**src/rtl/log_dump.sv**
```systemverilog
// Streams a header plus the contents of a log RAM to a byte-wide UART interface.
// Sequence: 0xA5, len[15:8], len[7:0], then three bytes per log word, MSB first.
module log_dump #(
  parameter int ADDR_WIDTH = 10
) (
  input  logic                  clk,
  input  logic                  rst,
  input  logic                  start,
  input  logic [ADDR_WIDTH-1:0] dump_len,
  output logic                  u_rd,
  output logic [ADDR_WIDTH-1:0] u_addr,
  input  logic [23:0]           u_data_out,
  input  logic                  u_data_valid,
  output logic [7:0]            tx_data,
  output logic                  tx_valid,
  input  logic                  tx_ready,
  output logic                  busy,
  output logic                  done
);

  typedef enum logic [2:0] {
    IDLE,
    HDR,
    RD_REQ,
    RD_WAIT,
    SEND,
    FIN
  } state_e;

  state_e                state_q,    state_d;
  logic [ADDR_WIDTH-1:0] len_q,      len_d;
  logic [ADDR_WIDTH:0]   entry_q,    entry_d;
  logic [1:0]            byte_q,     byte_d;
  logic [23:0]           hold_q,     hold_d;
  logic                  u_rd_q,     u_rd_d;
  logic [ADDR_WIDTH-1:0] u_addr_q,   u_addr_d;
  logic [7:0]            tx_data_q,  tx_data_d;
  logic                  tx_valid_q, tx_valid_d;
  logic                  busy_q,     busy_d;
  logic                  done_q,     done_d;

  logic [15:0]           len16;
  logic [ADDR_WIDTH:0]   entry_nxt;
  logic                  xfer;

  // NOTE: every signal written here gets a default first, so no path can leave
  // one unassigned and infer a latch.
  always_comb begin
    state_d    = state_q;
    len_d      = len_q;
    entry_d    = entry_q;
    byte_d     = byte_q;
    hold_d     = hold_q;
    u_addr_d   = u_addr_q;
    tx_data_d  = tx_data_q;
    tx_valid_d = tx_valid_q;
    busy_d     = busy_q;
    u_rd_d     = 1'b0;
    done_d     = 1'b0;

    len16                   = '0;
    len16[ADDR_WIDTH-1:0]   = len_q;
    entry_nxt               = entry_q + 1'b1;
    xfer                    = tx_valid_q && tx_ready;

    case (state_q)
      IDLE: begin
        if (start) begin
          len_d      = dump_len;
          entry_d    = '0;
          byte_d     = '0;
          busy_d     = 1'b1;
          tx_valid_d = 1'b1;
          tx_data_d  = 8'hA5;
          state_d    = HDR;
        end
      end

      HDR: begin
        if (xfer) begin
          byte_d = byte_q + 2'd1;
          case (byte_q)
            2'd0:    tx_data_d = len16[15:8];
            2'd1:    tx_data_d = len16[7:0];
            default: begin
              byte_d     = '0;
              tx_valid_d = 1'b0;
              if (len_q != '0) begin
                u_rd_d   = 1'b1;
                u_addr_d = entry_q[ADDR_WIDTH-1:0];
                state_d  = RD_REQ;
              end else begin
                done_d  = 1'b1;
                busy_d  = 1'b0;
                state_d = FIN;
              end
            end
          endcase
        end
      end

      RD_REQ: state_d = RD_WAIT;

      // Returns arriving in any other state are stale and dropped.
      RD_WAIT: begin
        if (u_data_valid) begin
          hold_d     = u_data_out;
          byte_d     = '0;
          tx_valid_d = 1'b1;
          tx_data_d  = u_data_out[23:16];
          state_d    = SEND;
        end
      end

      SEND: begin
        if (xfer) begin
          byte_d = byte_q + 2'd1;
          case (byte_q)
            2'd0:    tx_data_d = hold_q[15:8];
            2'd1:    tx_data_d = hold_q[7:0];
            default: begin
              byte_d     = '0;
              tx_valid_d = 1'b0;
              entry_d    = entry_nxt;
              // Index is one bit wider than the address so len = DEPTH-1 cannot wrap.
              if (entry_nxt < {1'b0, len_q}) begin
                u_rd_d   = 1'b1;
                u_addr_d = entry_nxt[ADDR_WIDTH-1:0];
                state_d  = RD_REQ;
              end else begin
                done_d  = 1'b1;
                busy_d  = 1'b0;
                state_d = FIN;
              end
            end
          endcase
        end
      end

      FIN:     state_d = IDLE;
      default: state_d = IDLE;
    endcase
  end

  // NOTE: state uses non-blocking assignments so all flops update together on the edge.
  always_ff @(posedge clk) begin
    if (rst) begin
      state_q    <= IDLE;
      len_q      <= '0;
      entry_q    <= '0;
      byte_q     <= '0;
      hold_q     <= '0;
      u_rd_q     <= 1'b0;
      u_addr_q   <= '0;
      tx_data_q  <= 8'h00;
      tx_valid_q <= 1'b0;
      busy_q     <= 1'b0;
      done_q     <= 1'b0;
    end else begin
      state_q    <= state_d;
      len_q      <= len_d;
      entry_q    <= entry_d;
      byte_q     <= byte_d;
      hold_q     <= hold_d;
      u_rd_q     <= u_rd_d;
      u_addr_q   <= u_addr_d;
      tx_data_q  <= tx_data_d;
      tx_valid_q <= tx_valid_d;
      busy_q     <= busy_d;
      done_q     <= done_d;
    end
  end

  assign u_rd     = u_rd_q;
  assign u_addr   = u_addr_q;
  assign tx_data  = tx_data_q;
  assign tx_valid = tx_valid_q;
  assign busy     = busy_q;
  assign done     = done_q;

endmodule
```
**config.mk**
```make
export PLATFORM = sky130hd
export DESIGN_NAME = log_dump
export DESIGN_NICKNAME = d
export VERILOG_FILES = /design/src/rtl/log_dump.sv
export SDC_FILE = /design/constraint.sdc
export NUM_CORES = 1
export LEC_CHECK = 0
export ABC_AREA = 0
export CAP_MARGIN = 20
export CORE_MARGIN = 1.5
export CORE_UTILIZATION = 45
export DETAILED_ROUTE_END_ITERATION = 12
export PLACE_DENSITY_LB_ADDON = 0.2
export SYNTH_ARGS = -nofsm -noshare
export SYNTH_HDL_FRONTEND = slang
export SYNTH_SLANG_ARGS = --single-unit
```
**constraint.sdc**
```tcl
create_clock -name clk -period 2.7 [get_ports clk]
set_input_delay 0.54 -clock clk [delete_from_list [all_inputs] [get_ports clk]]
set_output_delay 0.54 -clock clk [all_outputs]
set_load 0.005 [all_outputs]
```
==> flow_summary.json, run 1 <==
{
  "clkSlewWorstSetupHoldPaths_ns": 0.08,
  "die_h_um": 90.8,
  "final_slew_viol_count": 0,
  "drc": 0,
  "post-route-cell-area_um2": 4490,
  "place.gp.congestion": 0.889,
  "grt_pass1_wl_mm": 15.4,
  "max_clock_freq_mhz": 385,
  "hold_class": "register to register",
  "floorplan.die_area_um2": 8240,
  "r2r_end": "u_addr[1]",
  "timing.slew.headroom_pct": 51.2,
  "groute.usage.overall_pct": 23.2,
  "cp-start-kind": "register",
  "period_minus_slack_ns": 2.59,
  "via_count_of_the_first_global_routing_pass": 3217,
  "worstHoldStart": "hold_q[3]",
  "synth_nets": 499,
  "drive_gt1_share_pct": 13.7,
  "die_width_um": 90.8,
  "worst_slack_ns": 0.106,
  "post_dp_cell_area_um2": 4200,
  "count_of_flip_flops_with_a_built_in_enable_after_synthesis": 0,
  "timing_worst_slew_pin_value_ns": 0.731,
  "power_per_cell_area_nw_per_um2": 717,
  "antenna_found_initial": 0,
  "power.share.switching_pct": 35.3,
  "holdPathEnd": "hold_q[3]",
  "power_frac_comb_pct": 32.6,
  "cts-buffers-inserted": 9,
  "nFillCells": 683,
  "cap_viol_max_count": 0,
  "totalWireLength_mm": 9.00,
  "num_rows": 31,
  "cts.root.buffer_cell": "clkbuf_8",
  "finalNetCount": 565,
  "hold_buffers": 0,
  "synth_top_area_share_pct": 37.0,
  "area.growth.synth_to_final_pct": 29.6,
  "regArea_um2": 1280,
  "clock_path_buffers": 2,
  "finalClockSkew_ns": 0.0114,
  "clockPowerShare_pct": 31.7,
  "pre_cts_slack_ns": -0.172,
  "dr.pass1.iters": 4,
  "path_max_fanout": 10,
  "final_routed_wire_length_divided_by_cell_count_um": 14.5,
  "netlist.top_cell.by_area": "dfxtp_1",
  "power.internal_mw": 2.08,
  "port_buffers": 60,
  "num_antenna_cells": 0,
  "half_perimeter_wire_length_after_detailed_placement_mm": 6.30,
  "synth-warning-count": 0,
  "setup.worst_path.class": "register to register",
  "leakagePower_nw": 1.61,
  "worst-r2r-cell-count": 12,
  "outcome": "completed",
  "critical_path_arrival_ns": 2.79,
  "final-setup-viol-count": 0,
  "final_sum_of_negative_setup_slack_ns": 0,
  "ant_nets": 0,
  "htree_num_levels": 3,
  "multi_input_area_um2": 2010,
  "instance_count_of_the_mapped_netlist": 449,
  "worstPathRequired_ns": 2.90,
  "mapped_avg_cell_area_um2": 7.72,
  "crit_path_end_kind": "register",
  "power.net_switching_mw": 1.14,
  "peakVddDrop_mv": 0.349,
  "mostFrequentLayoutCell": "nand2_1",
  "worst-r2r-setup-slack_ns": 0.11,
  "core_um2": 7370,
  "commonest_cells_after_routing_fill_and_taps_aside": "100 x nand2_1, 74 x a21oi_1, 61 x dfxtp_1",
  "viasPerCell": 5.31,
  "grt-ovfl-total": 0,
  "via_count": 3286,
  "syn-cell-area_um2": 3470,
  "top_cells_by_area_in_the_synthesized_netlist": "dfxtp_1 37%, a21oi_1 11%, nand2_1 11%",
  "final_hold_viol_count": 0,
  "drt_iter0_markers": 202,
  "clock-sinks": 64,
  "postSynth.asyncResetShare_pct": 0,
  "fin_crit_sh_pct": 96.1,
  "io-pin-count": 61,
  "seq_area_frac_synth_pct": 37.0,
  "initial_standard_cell_utilization_of_the_core_pct": 47.0,
  "min_path_cells": 2,
  "synth-main-ff-cell": "dfxtp_1",
  "postSynthRegisterBits": 64,
  "largest_net_degree_at_the_start_of_global_routing": 65,
  "synth_cell_type_count": 50,
  "clk_latency_ns": 0.35,
  "tritoncts": "built",
  "critical_path.reg2reg.startpoint": "entry_q[1]",
  "seqPwrFrac_pct": 35.8
}
[cells by family (layout without fill, tap and decap cells)]
logic type	Yosys count	after routing	synth area share (%)
buffers and inverters	42	113	6.14
XOR/XNOR	17	17	4.30
multiplexers	2	2	0.578
AND/OR/NAND/NOR	189	189	25.1
AO/OA/AOI/OAI	124	124	23.0
adder cells (fa/ha/maj)	11	11	3.97
flip-flops	64	64	37.0
[synthesized netlist by cell type, types with 2 or more instances]
cell type  count
o21ai_0       12
and2_1         3
nor2b_1        3
buf_2          7
nand2b_1       6
nor3_1        12
nor3b_1        2
nand2_1      100
a22oi_1        5
xor2_1         6
mux2i_1        2
ha_1          11
a21o_1         3
buf_6          3
a221oi_1       3
buf_4          4
nor3_4         2
inv_1         12
nand3_1        9
a21oi_1       75
dfxtp_1       64
a211oi_1       3
and2_0         2
nor4_1         5
and3_1         2
a211oi_2       9
nand2_2        2
clkbuf_1      14
a221o_1        3
xnor2_1       11
nor2_1        33
or3_1          3
[layer usage]
| metal | routed length [µm] | global-route usage, % |
|---|---|---|
| met5 | 0 | 0 |
| met4 | 131 | 10.1 |
| met3 | 361 | 4.71 |
| met2 | 4130 | 35.0 |
| met1 | 4370 | 31.8 |
[area by class of cell]
cell class / instances / area share (%)
inverters: 12 / 1.00
well taps: 99 / 2.76
repair buffers: 85 / 17.5
clock buffers: 9 / 2.76
multi-input cells: 343 / 44.7
clock inverters: 7 / 2.67
flip-flops and latches: 64 / 28.6
[critical path: stages (launching register included)]
cell      delay (ns)
dfxtp_2         0.35
ha_4            0.15
nand3_4         0.09
nor2_4          0.12
nand3_1         0.12
xnor2_1         0.15
ha_1            0.31
a21o_1          0.21
a21oi_2         0.16
o211ai_2        0.14
o21ai_2         0.25
and2_4          0.28
a311oi_2        0.11
[worst max path at each step]
stage | cells after the start | from | to | slack [ns]
global placement | 12 | entry_q[0] | u_addr[1] | -0.07
finish | 12 | entry_q[1] | u_addr[1] | 0.11
floorplan | 13 | entry_q[0] | u_addr[1] | 0.02
detailed placement | 12 | entry_q[0] | u_addr[1] | -0.17
global route | 13 | entry_q[1] | u_addr[1] | -0.03
CTS | 13 | entry_q[0] | u_addr[1] | 0.01
[flip-flops by register name, summed over array words and instances, names as in the netlist]
register	cells
byte_q	2
tx_data	8
hold_q	16
u_rd	1
tx_valid	1
state_q	3
u_addr	10
done	1
busy	1
len_q	10
entry_q	11
[metrics by stage]
step / util [%] / hold slack [ns] / total power [mW] / cells
floorplan: - / 0.436 / 1.82 / 449
global placement: 56.9 / 0.444 / 2.16 / 601
detailed placement: 56.9 / 0.447 / 2.16 / 601
CTS: 60.3 / 0.458 / 3.18 / 617
global route: 60.9 / 0.472 / 3.41 / 619
finish: 60.9 / 0.456 / 3.22 / 619
[power by group through the flow]
stage	registers (mW)	logic (mW)	clock network [mW]
2_1_floorplan	1.11	0.704	0
3_3_place_gp	1.17	0.988	0
3_5_place_dp	1.17	0.996	0
4_1_cts	1.15	1.01	1.03
5_1_grt	1.17	1.16	1.08
6_report	1.15	1.05	1.02
[timing repair]
item | in CTS | in global routing
pin swaps | 0 | 3
resized for setup | 3 | 9
cloned | 0 | 1
buffers inserted | 0 | 1
setup endpoints to repair | 10 | 14
Note: power is estimated with default switching activity, not from simulation.
==> run 2: changes to the inputs <==
Settings changed: PLACE_DENSITY set to 0.76, PLACE_DENSITY_LB_ADDON 0.2 to unset.
==> flow_summary.json, run 2 (synthesis results as in run 1) <==
{
  "num_antenna_cells": 0,
  "critical_path_arrival_ns": 2.86,
  "max_clock_freq_mhz": 375,
  "floorplan.die_area_um2": 8240,
  "half_perimeter_wire_length_after_detailed_placement_mm": 6.69,
  "cap_viol_max_count": 0,
  "fin_crit_sh_pct": 98.7,
  "setup.worst_path.class": "register to register",
  "drt_iter0_markers": 185,
  "die_h_um": 90.8,
  "commonest_cells_after_routing_fill_and_taps_aside": "100 x nand2_1, 73 x a21oi_1, 61 x dfxtp_1",
  "final_sum_of_negative_setup_slack_ns": 0,
  "crit_path_end_kind": "register",
  "initial_standard_cell_utilization_of_the_core_pct": 47.0,
  "critical-path-top-cell-by-count": "nand3_4",
  "power_per_cell_area_nw_per_um2": 657,
  "nFillCells": 645,
  "power_frac_comb_pct": 35.1,
  "tritoncts": "built",
  "clock-sinks": 64,
  "drive_gt1_share_pct": 13.7,
  "holdPathEnd": "hold_q[8]",
  "place.gp.congestion": 0.944,
  "cts-buffers-inserted": 9,
  "critical_path.slowest_cell": "dfxtp_2",
  "die_width_um": 90.8,
  "worstPathRequired_ns": 2.90,
  "final_routed_wire_length_divided_by_cell_count_um": 14.9,
  "antenna_found_initial": 0,
  "final-setup-viol-count": 0,
  "port_buffers": 60,
  "timing.slew.headroom_pct": 48.4,
  "worst-r2r-cell-count": 13,
  "worst-r2r-setup-slack_ns": 0.03,
  "hold_buffers": 0,
  "max_ffs_per_register": 16,
  "period_minus_slack_ns": 2.67,
  "leakagePower_nw": 1.58,
  "cell_by_cell_listing_of_the_critical_path": "ha_4 > nand3_4 > nor2_4 > nand3_4 > xnor2_2 > ha_1 > a21o_1 > a21oi_2 > o211ai_2 > o21ai_2 > and2_4 > buf_12 > a311oi_2",
  "via_count_of_the_first_global_routing_pass": 3066,
  "r2r_end": "u_addr[1]",
  "cts.root.buffer_cell": "clkbuf_8",
  "final_hold_viol_count": 0,
  "critical_path.reg2reg.startpoint": "entry_q[1]",
  "outcome": "completed",
  "clkSlewWorstSetupHoldPaths_ns": 0.07,
  "mostFrequentLayoutCell": "nand2_1",
  "min_path_cells": 2,
  "top_regs": "hold_q (16), entry_q (11)",
  "core_um2": 7370,
  "path_max_fanout": 10,
  "io-pin-count": 61,
  "hold_class": "register to register",
  "num_rows": 31,
  "peakVddDrop_mv": 0.301,
  "cp_num_buf_inv": 1,
  "grt_pass1_wl_mm": 14.7,
  "seqPwrFrac_pct": 39.6,
  "power.net_switching_mw": 1.11,
  "final_slew_viol_count": 0,
  "htree_num_levels": 3,
  "dr.pass1.iters": 4,
  "via_count": 3299,
  "finalCoreUtilization_pct": 60.4,
  "clk_latency_ns": 0.35,
  "largest_net_degree_at_the_start_of_global_routing": 36,
  "worstHoldStart": "hold_q[8]",
  "finalClockSkew_ns": 0.00707,
  "cp_slowest_stage_delay_ns": 0.35,
  "finalNetCount": 563,
  "power.share.switching_pct": 37.9,
  "groute.usage.overall_pct": 22.2,
  "cp-start-kind": "register",
  "grt-ovfl-total": 0,
  "power.internal_mw": 1.81,
  "drc": 0,
  "timing_worst_slew_pin_value_ns": 0.774,
  "totalWireLength_mm": 9.19,
  "clockPowerShare_pct": 25.3,
  "ant_nets": 0,
  "area.growth.synth_to_final_pct": 28.5,
  "clock_path_buffers": 2,
  "biggest_register": "hold_q",
  "timing.critical_path.max_delay_family": "compound AO/OA/AOI/OAI gates",
  "viasPerCell": 5.35
}
-- run 2: worst reg2reg max path, stage by stage, from the launching register on --
cell and delay [ns]:
dfxtp_2 0.35, ha_4 0.16, nand3_4 0.09, nor2_4 0.17
nand3_4 0.11, xnor2_2 0.17, ha_1 0.31, a21o_1 0.18
a21oi_2 0.18, o211ai_2 0.15, o21ai_2 0.24, and2_4 0.19
buf_12 0.13, a311oi_2 0.08
-- run 2: metrics by stage --
stage / hold slack [ns] / setup WS (ns) / power (mW) / cells / instance area (µm²)
3_5_place_dp: 0.446 / -0.0365 / 2.16 / 598 / 4200
4_1_cts: 0.457 / 0.0103 / 2.89 / 614 / 4390
2_1_floorplan: 0.436 / 0.0209 / 1.82 / 449 / 3470
6_report: 0.456 / 0.0347 / 2.92 / 617 / 4450
5_1_grt: 0.475 / -0.0489 / 3.09 / 617 / 4450
3_3_place_gp: 0.443 / 0.133 / 2.14 / 598 / 4200
-- run 2: how the worst max path moves through the flow --
| stage | to | start | depth (start not counted) | slack, ns |
|---|---|---|---|---|
| 2_1_floorplan | u_addr[1] | entry_q[0] | 13 | 0.02 |
| 3_3_place_gp | u_addr[1] | entry_q[0] | 13 | 0.13 |
| 3_5_place_dp | u_addr[1] | entry_q[1] | 13 | -0.04 |
| 4_1_cts | u_addr[1] | entry_q[3] | 12 | 0.01 |
| 5_1_grt | u_addr[1] | entry_q[1] | 13 | -0.05 |
| 6_report | u_addr[1] | entry_q[1] | 13 | 0.03 |
-- run 2: timing repair --
action | 4_1_cts | 5_1_grt
endpoints found under the setup margin | 10 | 14
pin swaps | 0 | 10
cloned | 0 | 1
buffers inserted | 0 | 2
resized for setup | 2 | 14
-- run 2: power by group through the flow --
stage	sequential, mW	combinational, mW	clock [mW]
after floorplan	1.11	0.704	0
after global placement	1.17	0.962	0
after detailed placement	1.18	0.983	0
after CTS	1.16	0.990	0.745
after global routing	1.17	1.13	0.789
final	1.16	1.03	0.739
-- run 2: cell type report --
class	count	area (µm²)	share of cell area (%)
inverter	12	45.0	1.01
tap	99	124	2.78
sequential	64	1280	28.8
clock inverter	5	32.5	0.730
multi-input combinational	343	2030	45.6
clock buffer	11	141	3.17
timing repair buffer	83	797	17.9
-- run 2: per-layer routing --
layer | GRT usage (%) | part of all wire (%) | vias up
li1 | - | - | 1670
met1 | 28.6 | 45 | 1515
met2 | 37.3 | 49 | 100
met3 | 3.37 | 4.5 | 14
met4 | 8.20 | 1.7 | 0
met5 | 0 | 0 | -
==> run 3: changes to the inputs <==
Settings changed: CORE_UTILIZATION 45 to 48, PLACE_DENSITY 0.76 to 0.77.
==> flow_summary.json, run 3 (synthesis results as in run 1) <==
{
  "max_ffs_per_register": 16,
  "tritoncts": "built",
  "place.gp.congestion": 0.913,
  "peakVddDrop_mv": 0.285,
  "cts.root.buffer_cell": "clkbuf_8",
  "drc": 0,
  "largest_net_degree_at_the_start_of_global_routing": 44,
  "totalWireLength_mm": 9.48,
  "grt_setup_unrepaired": "yes",
  "timing_worst_slew_pin_value_ns": 0.547,
  "htree_num_levels": 3,
  "via_count": 3486,
  "grt-ovfl-total": 0,
  "holdPathEnd": "hold_q[0]",
  "num_antenna_cells": 0,
  "core_um2": 6870,
  "grt_pass1_wl_mm": 15.3,
  "die_width_um": 88.0,
  "die_h_um": 88.0,
  "finalCoreUtilization_pct": 66.6,
  "port_buffers": 60,
  "drt_iter0_markers": 271,
  "period_minus_slack_ns": 2.64,
  "groute.usage.overall_pct": 25.5,
  "clkSlewWorstSetupHoldPaths_ns": 0.08,
  "path_max_fanout": 5,
  "half_perimeter_wire_length_after_detailed_placement_mm": 6.52,
  "cts-buffers-inserted": 9,
  "floorplan.die_area_um2": 7740,
  "worstHoldStart": "hold_q[0]",
  "final-setup-viol-count": 0,
  "hold_class": "register to register",
  "pre_cts_slack_ns": -0.0458,
  "initial_standard_cell_utilization_of_the_core_pct": 50.5,
  "critical_path_arrival_ns": 2.89,
  "area.growth.synth_to_final_pct": 32.0,
  "io-pin-count": 61,
  "outcome": "completed",
  "max_clock_freq_mhz": 379,
  "worst-r2r-setup-slack_ns": 0.06,
  "min_path_cells": 2,
  "critical_path.reg2reg.startpoint": "entry_q[0]",
  "final_slew_viol_count": 0,
  "ant_nets": 0,
  "clock_path_buffers": 2,
  "finalClockSkew_ns": 0.0110,
  "drive_gt1_share_pct": 15.1,
  "viasPerCell": 5.63,
  "commonest_cells_after_routing_fill_and_taps_aside": "100 x nand2_1, 73 x a21oi_1, 60 x dfxtp_1",
  "top_regs": "hold_q (16), entry_q (11)",
  "cp-start-kind": "register",
  "r2r_end": "u_addr[0]",
  "final_routed_wire_length_divided_by_cell_count_um": 15.3,
  "biggest_register": "hold_q",
  "mostFrequentLayoutCell": "nand2_1",
  "final_hold_viol_count": 0,
  "timing.slew.headroom_pct": 63.5,
  "worst-r2r-cell-count": 14,
  "hold_buffers": 0,
  "finalHoldWorstSlack_ns": 0.459,
  "antenna_found_initial": 0,
  "via_count_of_the_first_global_routing_pass": 3213,
  "power_per_cell_area_nw_per_um2": 724,
  "clk_latency_ns": 0.34,
  "dr.pass1.iters": 5,
  "worst_slack_ns": 0.0624,
  "cap_viol_max_count": 0,
  "worstPathRequired_ns": 2.95,
  "setup.worst_path.class": "register to register",
  "leakagePower_nw": 1.66,
  "num_rows": 30,
  "fin_crit_sh_pct": 97.7,
  "crit_path_end_kind": "register",
  "finalNetCount": 569,
  "clock-sinks": 64
}
## run 3: changes by cell type in the layout (fill, tap and decap cells not counted), moves of 2 or more
cell,delta
buf_6,+2
clkinvlp_4,-2
bufinv_16,+4
buf_4,+5
dfxtp_4,+2
## run 3: cell type report
cell class	instances	area, µm²
clock buffers	9	124
clock inverters	6	133
fillers	575	2290
inverters	12	45.0
multi-input cells	343	2020
flip-flops and latches	64	1290
well taps	96	120
repair buffers	89	837
## run 3: repair_timing
item,4_1_cts,5_1_grt
setup buffers,1,6
gates cloned,0,2
pin swaps,1,6
endpoints found under the setup margin,10,15
gates resized for setup,6,15
## run 3: routing by layer
metal | track usage (%) | wire [µm]
met3 | 6.03 | 668
met1 | 32.9 | 4180
met2 | 40.7 | 4390
met4 | 10.8 | 244
met5 | 0 | 0
## run 3: power breakdown
group | total, mW | switching, mW | leakage [nW] | internal, mW
clock | 1.08 | 0.383 | 0.125 | 0.700
sequential | 1.15 | 0.119 | 0.522 | 1.03
combinational | 1.08 | 0.630 | 1.02 | 0.447
## run 3: worst max-delay path by stage
| stage | startpoint | endpoint | slack [ns] | depth (start not counted) |
|---|---|---|---|---|
| 3_5_place_dp | entry_q[1] | u_addr[8] | -0.05 | 13 |
| 2_1_floorplan | entry_q[0] | u_addr[1] | 0.02 | 13 |
| 5_1_grt | entry_q[1] | u_addr[3] | -0.05 | 13 |
| 4_1_cts | entry_q[0] | u_addr[1] | 0.004 | 13 |
| 6_report | entry_q[0] | u_addr[0] | 0.06 | 14 |
| 3_3_place_gp | entry_q[0] | u_addr[0] | 0.05 | 13 |
## run 3: worst max-delay path: stages (launching register included)
cell      delay [ns]
dfxtp_2         0.35
buf_4           0.14
nand2_1         0.09
nor2_2          0.12
buf_4           0.13
nand3_1         0.16
xnor2_1         0.18
ha_1            0.21
a21o_1          0.18
a21oi_2         0.17
o211ai_2        0.15
o21ai_2         0.23
buf_4           0.17
a21oi_1         0.08
a211oi_2        0.21
## run 3: metrics by stage
| stage | cell area, µm² | TNS [ns] | std cells | power, mW |
|---|---|---|---|---|
| floorplan | 3470 | 0 | 449 | 1.82 |
| global placement | 4180 | 0 | 595 | 2.14 |
| detailed placement | 4180 | -0.378 | 595 | 2.16 |
| CTS | 4470 | 0 | 611 | 3.25 |
| global route | 4570 | -0.307 | 619 | 3.49 |
| finish | 4570 | 0 | 619 | 3.31 |
